<file path="config.mk">
export PLATFORM = sky130hd
export DESIGN_NAME = pixel_stream_source
export DESIGN_NICKNAME = d
export VERILOG_FILES = /design/src/rtl/pixel_stream_pkg.sv /design/src/rtl/pix_skid_fifo.sv /design/src/rtl/pixel_stream_source.sv
export SDC_FILE = /design/constraint.sdc
export NUM_CORES = 1
export LEC_CHECK = 0
export ABC_AREA = 1
export CORE_MARGIN = 5
export CORE_UTILIZATION = 50
export CTS_CLUSTER_DIAMETER = 150
export DETAILED_ROUTE_END_ITERATION = 7
export PLACE_DENSITY = 0.84
export SLEW_MARGIN = 20
export SYNTH_ARGS = -nofsm -noshare
export SYNTH_HDL_FRONTEND = slang
export SYNTH_SLANG_ARGS = --single-unit
export TNS_END_PERCENT = 1
</file>
<file path="constraint.sdc">
create_clock -name clk -period 2.9 [get_ports clk]
set_clock_uncertainty 0.1 [all_clocks]
set_input_delay 0.29 -clock clk [delete_from_list [all_inputs] [get_ports clk]]
set_output_delay 0.29 -clock clk [all_outputs]
set_load 0.01 [all_outputs]
</file>
<file path="src/rtl/pixel_stream_pkg.sv">
// Shared types for the raster pixel source: sideband flags that travel with
// each pixel and the source sequencer states.
package pixel_stream_pkg;

    localparam int PIX_W_DEF = 24;

    typedef struct packed {
        logic sof;
        logic eof;
        logic sol;
        logic eol;
    } pix_flags_t;

    typedef enum logic [1:0] {
        IDLE,
        ACTIVE,
        DRAIN,
        DONE
    } src_state_t;

endpackage

</file>
<file path="src/rtl/pix_skid_fifo.sv">
// Two-entry first-word-fall-through register FIFO; head is always entry 0,
// so the output is valid straight from registers whenever count is non-zero.
module pix_skid_fifo #(
    parameter int W = 28
) (
    input  logic         clk,
    input  logic         rst,
    input  logic         push,
    input  logic [W-1:0] push_data,
    input  logic         pop,
    output logic [W-1:0] head,
    output logic [1:0]   count
);

    logic [W-1:0] entry0;
    logic [W-1:0] entry1;
    logic         do_pop;

    assign do_pop = pop && (count != 2'd0);
    assign head   = entry0;

    // NOTE: the storage is reset too, because the head drives the pixel and
    // flag outputs directly and those must read zero while in reset.
    always_ff @(posedge clk or posedge rst) begin
        if (rst) begin
            count  <= 2'd0;
            entry0 <= '0;
            entry1 <= '0;
        end else begin
            case ({push, do_pop})
                2'b10: begin
                    if (count == 2'd0) entry0 <= push_data;
                    else               entry1 <= push_data;
                    count <= count + 2'd1;
                end
                2'b01: begin
                    entry0 <= entry1;
                    count  <= count - 2'd1;
                end
                2'b11: begin
                    if (count == 2'd1) begin
                        entry0 <= push_data;
                    end else begin
                        entry0 <= entry1;
                        entry1 <= push_data;
                    end
                end
                default: ;
            endcase
        end
    end

    overflow_check: assert property (@(posedge clk) disable iff (rst)
        !(push && !do_pop && count == 2'd2));

endmodule

</file>
<file path="src/rtl/pixel_stream_source.sv">
// Streams one frame from a synchronous-read frame RAM in raster order, with
// valid/ready handshake and start/end of line/frame flags per pixel.
module pixel_stream_source
    import pixel_stream_pkg::*;
#(
    parameter  int H_RES  = 640,
    parameter  int V_RES  = 480,
    parameter  int PIX_W  = PIX_W_DEF,
    localparam int ADDR_W = $clog2(H_RES * V_RES)
) (
    input  logic              clk,
    input  logic              rst,
    input  logic              start,
    output logic              busy,
    output logic              done,
    output logic              mem_rd_en,
    output logic [ADDR_W-1:0] mem_addr,
    input  logic [PIX_W-1:0]  mem_rdata,
    output logic [PIX_W-1:0]  out_pix,
    output logic              out_valid,
    input  logic              out_ready,
    output logic              out_sof,
    output logic              out_eof,
    output logic              out_sol,
    output logic              out_eol
);

    localparam int X_W = (H_RES > 1) ? $clog2(H_RES) : 1;
    localparam int Y_W = (V_RES > 1) ? $clog2(V_RES) : 1;
    localparam int E_W = $bits(pix_flags_t) + PIX_W;

    localparam logic [X_W-1:0]    X_LAST    = X_W'(H_RES - 1);
    localparam logic [Y_W-1:0]    Y_LAST    = Y_W'(V_RES - 1);
    localparam logic [ADDR_W-1:0] ADDR_LAST = ADDR_W'(H_RES * V_RES - 1);

    src_state_t      state;
    logic [X_W-1:0]  x;
    logic [Y_W-1:0]  y;
    logic            inflight;
    pix_flags_t      issue_flags;
    pix_flags_t      pend_flags;
    pix_flags_t      head_flags;
    logic [E_W-1:0]  fifo_head;
    logic [1:0]      fifo_count;
    logic            pop;
    logic [2:0]      occupancy;
    logic            drain_empty;

    assign busy      = (state != IDLE);
    assign out_valid = (fifo_count != 2'd0);
    assign pop       = out_valid && out_ready;

    // Occupancy counts the pixel leaving this cycle as already gone, which is
    // what lets a read issue every cycle while downstream keeps accepting.
    assign occupancy = 3'(fifo_count) + 3'(inflight) - 3'(pop);
    assign mem_rd_en = (state == ACTIVE) && (occupancy < 3'd2);

    assign drain_empty = !inflight &&
                         ((fifo_count == 2'd0) || (fifo_count == 2'd1 && pop));

    always_comb begin
        issue_flags = '{sof: (x == '0) && (y == '0),
                        eof: (x == X_LAST) && (y == Y_LAST),
                        sol: (x == '0),
                        eol: (x == X_LAST)};
    end

    always_ff @(posedge clk or posedge rst) begin
        if (rst) begin
            state    <= IDLE;
            done     <= 1'b0;
            mem_addr <= '0;
            x        <= '0;
            y        <= '0;
        end else begin
            done <= 1'b0;
            case (state)
                IDLE: begin
                    if (start) begin
                        state    <= ACTIVE;
                        mem_addr <= '0;
                        x        <= '0;
                        y        <= '0;
                    end
                end
                ACTIVE: begin
                    if (mem_rd_en) begin
                        if (mem_addr == ADDR_LAST) begin
                            state <= DRAIN;
                        end else begin
                            mem_addr <= mem_addr + ADDR_W'(1);
                            if (x == X_LAST) begin
                                x <= '0;
                                y <= y + Y_W'(1);
                            end else begin
                                x <= x + X_W'(1);
                            end
                        end
                    end
                end
                DRAIN: begin
                    if (drain_empty) begin
                        state <= DONE;
                        done  <= 1'b1;
                    end
                end
                DONE:    state <= IDLE;
                default: state <= IDLE;
            endcase
        end
    end

    // Flags ride one cycle behind the read so they meet their RAM data.
    always_ff @(posedge clk or posedge rst) begin
        if (rst) begin
            inflight   <= 1'b0;
            pend_flags <= '0;
        end else begin
            inflight <= mem_rd_en;
            if (mem_rd_en) pend_flags <= issue_flags;
        end
    end

    pix_skid_fifo #(
        .W (E_W)
    ) u_fifo (
        .clk       (clk),
        .rst       (rst),
        .push      (inflight),
        .push_data ({pend_flags, mem_rdata}),
        .pop       (pop),
        .head      (fifo_head),
        .count     (fifo_count)
    );

    assign {head_flags, out_pix} = fifo_head;
    assign out_sof = head_flags.sof;
    assign out_eof = head_flags.eof;
    assign out_sol = head_flags.sol;
    assign out_eol = head_flags.eol;

endmodule

</file>
==> impl.org <==
** Outcome
- The run finished with clean final reports.

** Timing
- The final hold violation count came to 0.
- The final-report max-slew violation count is 0.
- Headroom to the max-slew limit came out at 49.9%.
- Final Hold Slack :: 41.8 ps
- For the finished layout, the period the worst path requires is 2850 ps.
- For the pin with the worst max-slew slack, the measured transition is 748 ps.
- Setup repair after global routing could not meet its margin everywhere.
- Setup violations remaining at the end of the flow were counted as 0.
- After routing, the total negative slack on setup checks comes to 0 ps.
- Period Utilization, post-route :: 98.3%
- Peak clock frequency supported by timing :: 351 MHz

** Critical path
- Worst endpoint required time :: 2510 ps
- Endpoint kind of the worst setup timing path :: primary output
- The setup check on the worst reg-to-reg path leaves a slack of 70 ps.
- The critical path is of the reg2out type.
- Data arrives at the worst endpoint at 2460 ps.
- The worst setup path is launched from a register.
- In this run the worst path has a maximum fanout of 2.

** Yosys
- The average instance in the mapped netlist occupies 8.24 um^2.
- Sequential elements use 46.5% of the synthesized area.
- Synthesized net count :: 722
- Post-Synthesis Cells :: 679
- Warnings from Yosys :: 0
- The mapped netlist covers 5590 um^2.
- In this run, synthesis produced a sequential element count of 104.
- Yosys mapped the design onto 37 distinct sky130hd cell types.

** Clock tree
- Root buffer cell :: sky130_fd_sc_hd__clkbuf_8
- H-tree levels :: 3
- CTS saw 104 sinks.
- Number of clock buffers inserted by TritonCTS :: 9
- Largest buffer count on any clock path :: 2
- Clock transition at path regs :: 90 ps
- Clock tree from TritonCTS :: built
- For the worst-skew pair, the clock arrives at the later sink with an insertion delay of 380 ps.
- Buffers inserted to repair hold after CTS numbered 0.

** Global routing
- The first global-routing pass estimated 22,300 um of wire.
- The number of antenna violations at the first check in global routing was 0.
- Total grt overflow :: 0
- Entering global routing, the biggest net connects 57 pins.
- Global routing used 20.4% of the available tracks across all layers.
- The via count of the first global-routing pass was 4,888.

** Route
- After detailed routing, the average wire length per cell comes to 14.9 um.
- The detailed router finished its first iteration with 390 violations.
- Total routed wirelength :: 13,800 um
- Number of design rule violations left after detail routing :: 0
- Post-detailed-route count of antenna-violating nets :: 0
- Detailed routing inserted a total of 4,989 vias.
- For this run, the detailed router's first-pass iteration total came to 5.
- Vias per cell :: 5.38

** Place
- GPL Wtd Cong :: 0.863
- Buffers placed on the I/O ports in this run total 78.
- Placed cell count :: 897
- Detailed-placement wirelength estimate :: 9140 um

** Floorplanning
- Starting utilization of the core area :: 51.4%
- In this run the count of I/O pins placed on the die edge is 79.
- Die boundary height :: 116 um
- Chip Width :: 116 um
- Total core area :: 10,900 um^2
- Num rows :: 38
- The die covers 13,400 um^2.

** Hold path
- Hold Path Class :: in2async

** Flow run
- Max-cap violations :: 0

** Finish
- Layout cells sized above 1 :: 15.9%
- Across the whole layout, storage elements account for 2600 um^2.
- Area growth from synthesis to layout :: 27.7%
- In the final layout, the multi-input gates occupy 2590 um^2.
- Leaving out fill and tap cells, the most frequent cell in the layout is sky130_fd_sc_hd__nand2_1.
- Number of non-filler instances in the completed layout :: 928
- Antenna diodes :: 0
- Fill cell instance count of the final layout :: 853
- After the last flow step, the layout net total stands at 827.
- In the layout the commonest cells are sky130_fd_sc_hd__nand2_1 (175), sky130_fd_sc_hd__dfrtp_1 (104), sky130_fd_sc_hd__inv_1 (100), sky130_fd_sc_hd__clkdlybuf4s50_1 (77), sky130_fd_sc_hd__nor2_1 (39).

** Power and ir drop
- VDD sags by at most 0.533 mV.
- Power spread over the standard cell area amounts to 917 nW/um^2.
- Static Leakage :: 3.36 nW
[stage by stage]
step                setup slack (ps)  cell area (um^2)  utilization, %  power [W]
finish                          48.9              7140            65.6    0.00655
global route                   -50.8              7140            65.6    0.00701
CTS                            -69.2              6920            63.6    0.00617
detailed placement              -309              6620            60.8    0.00511
global placement                -263              6620            60.8    0.00494
floorplan                      -8.21              5600               -    0.00401
[cells by family after synthesis]
| kind of cell | count (synthesis) | synth area share [%] |
|---|---|---|
| simple gates | 290 | 23.0 |
| buf+inv | 135 | 10.1 |
| flops | 104 | 46.5 |
| compound gates | 94 | 9.22 |
| mux | 28 | 5.64 |
| fa+ha+maj | 15 | 3.49 |
| xor+xnor | 13 | 2.04 |
[flip-flops by register name (all words and copies together) (netlist names)]
name,count
u_fifo.entry1,28
u_fifo.head,28
mem_addr,19
x,10
y,9
pend_flags,4
state,2
u_fifo.count,2
done,1
inflight,1
[per-layer routing]
| metal | GRT usage, % | wire length (um) |
|---|---|---|
| met1 | 25.2 | 5710 |
| met2 | 35.4 | 6960 |
| met3 | 5.48 | 932 |
| met4 | 5.49 | 216 |
| met5 | 0 | 0 |
[worst max-delay path, cell delays in order, from the launching register on]
cell                      delay (ps)
sky130_fd_sc_hd__dfrtp_1         400
sky130_fd_sc_hd__inv_2            90
sky130_fd_sc_hd__ha_4            140
sky130_fd_sc_hd__inv_2            40
sky130_fd_sc_hd__nand2_2          70
sky130_fd_sc_hd__inv_2            50
sky130_fd_sc_hd__ha_4            200
sky130_fd_sc_hd__or2_4           240
sky130_fd_sc_hd__fa_1            510
sky130_fd_sc_hd__nand3_2         100
sky130_fd_sc_hd__nor2_4          120
sky130_fd_sc_hd__buf_6           120
[synthesized netlist by cell type (all sizes together)]
master  number  share of area (%)
nand4       29                3.5
fa           1               0.36
dfrtp      104                 47
xnor2        5               0.78
clkinv       1              0.067
a21oi        3               0.34
ha          14                3.1
inv        112                7.5
nor3         2               0.18
mux2        28                5.6
nor4         1               0.11
nand2      182                 12
o22ai       28                3.1
nand3       25                2.6
o21ai       62                5.6
nand3b       1               0.13
o31ai        1               0.13
clkbuf       5               0.34
buf         17                2.1
nor2        44                3.2
or2          4               0.45
nor3b        2               0.27
xor2         8                1.3
[layout make-up]
class                   instances  area share (%)
clock buffers                  11            1.84
clock inverters                 4           0.771
multi-input cells             441            36.2
flip-flops and latches        104            36.4
repair buffers                115            16.2
inverters                     113            6.03
well taps                     140            2.45
[where the power goes]
part / total (W) / switching, W / internal, W
logic: 0.00349 / 0.00181 / 0.00168
registers: 0.00216 / 0.000280 / 0.00188
clock network: 0.000898 / 0.000498 / 0.000400
[timing repair]
action	in CTS	in global routing
buffers inserted	8	5
gates resized for setup	21	26
pin swaps	7	7
endpoints found under the hold margin	0	0
gates cloned	0	4
setup endpoints to repair	34	97
[path summary, 6_finish.rpt]
path / startpoint / to / depth (start not counted)
min in group clk: mem_rdata[1] / u_fifo.entry1[1] / 3
worst max-delay path: u_fifo.count[0] / mem_rd_en / 11
worst min-delay path: rst / done / 2
worst min register to register: pend_flags[2] / pend_flags[2] / 2
max in group asynchronous: rst / x[4] / 3
worst max register to register: u_fifo.count[1] / u_fifo.head[18] / 17
(Power assumes the default switching activity.)
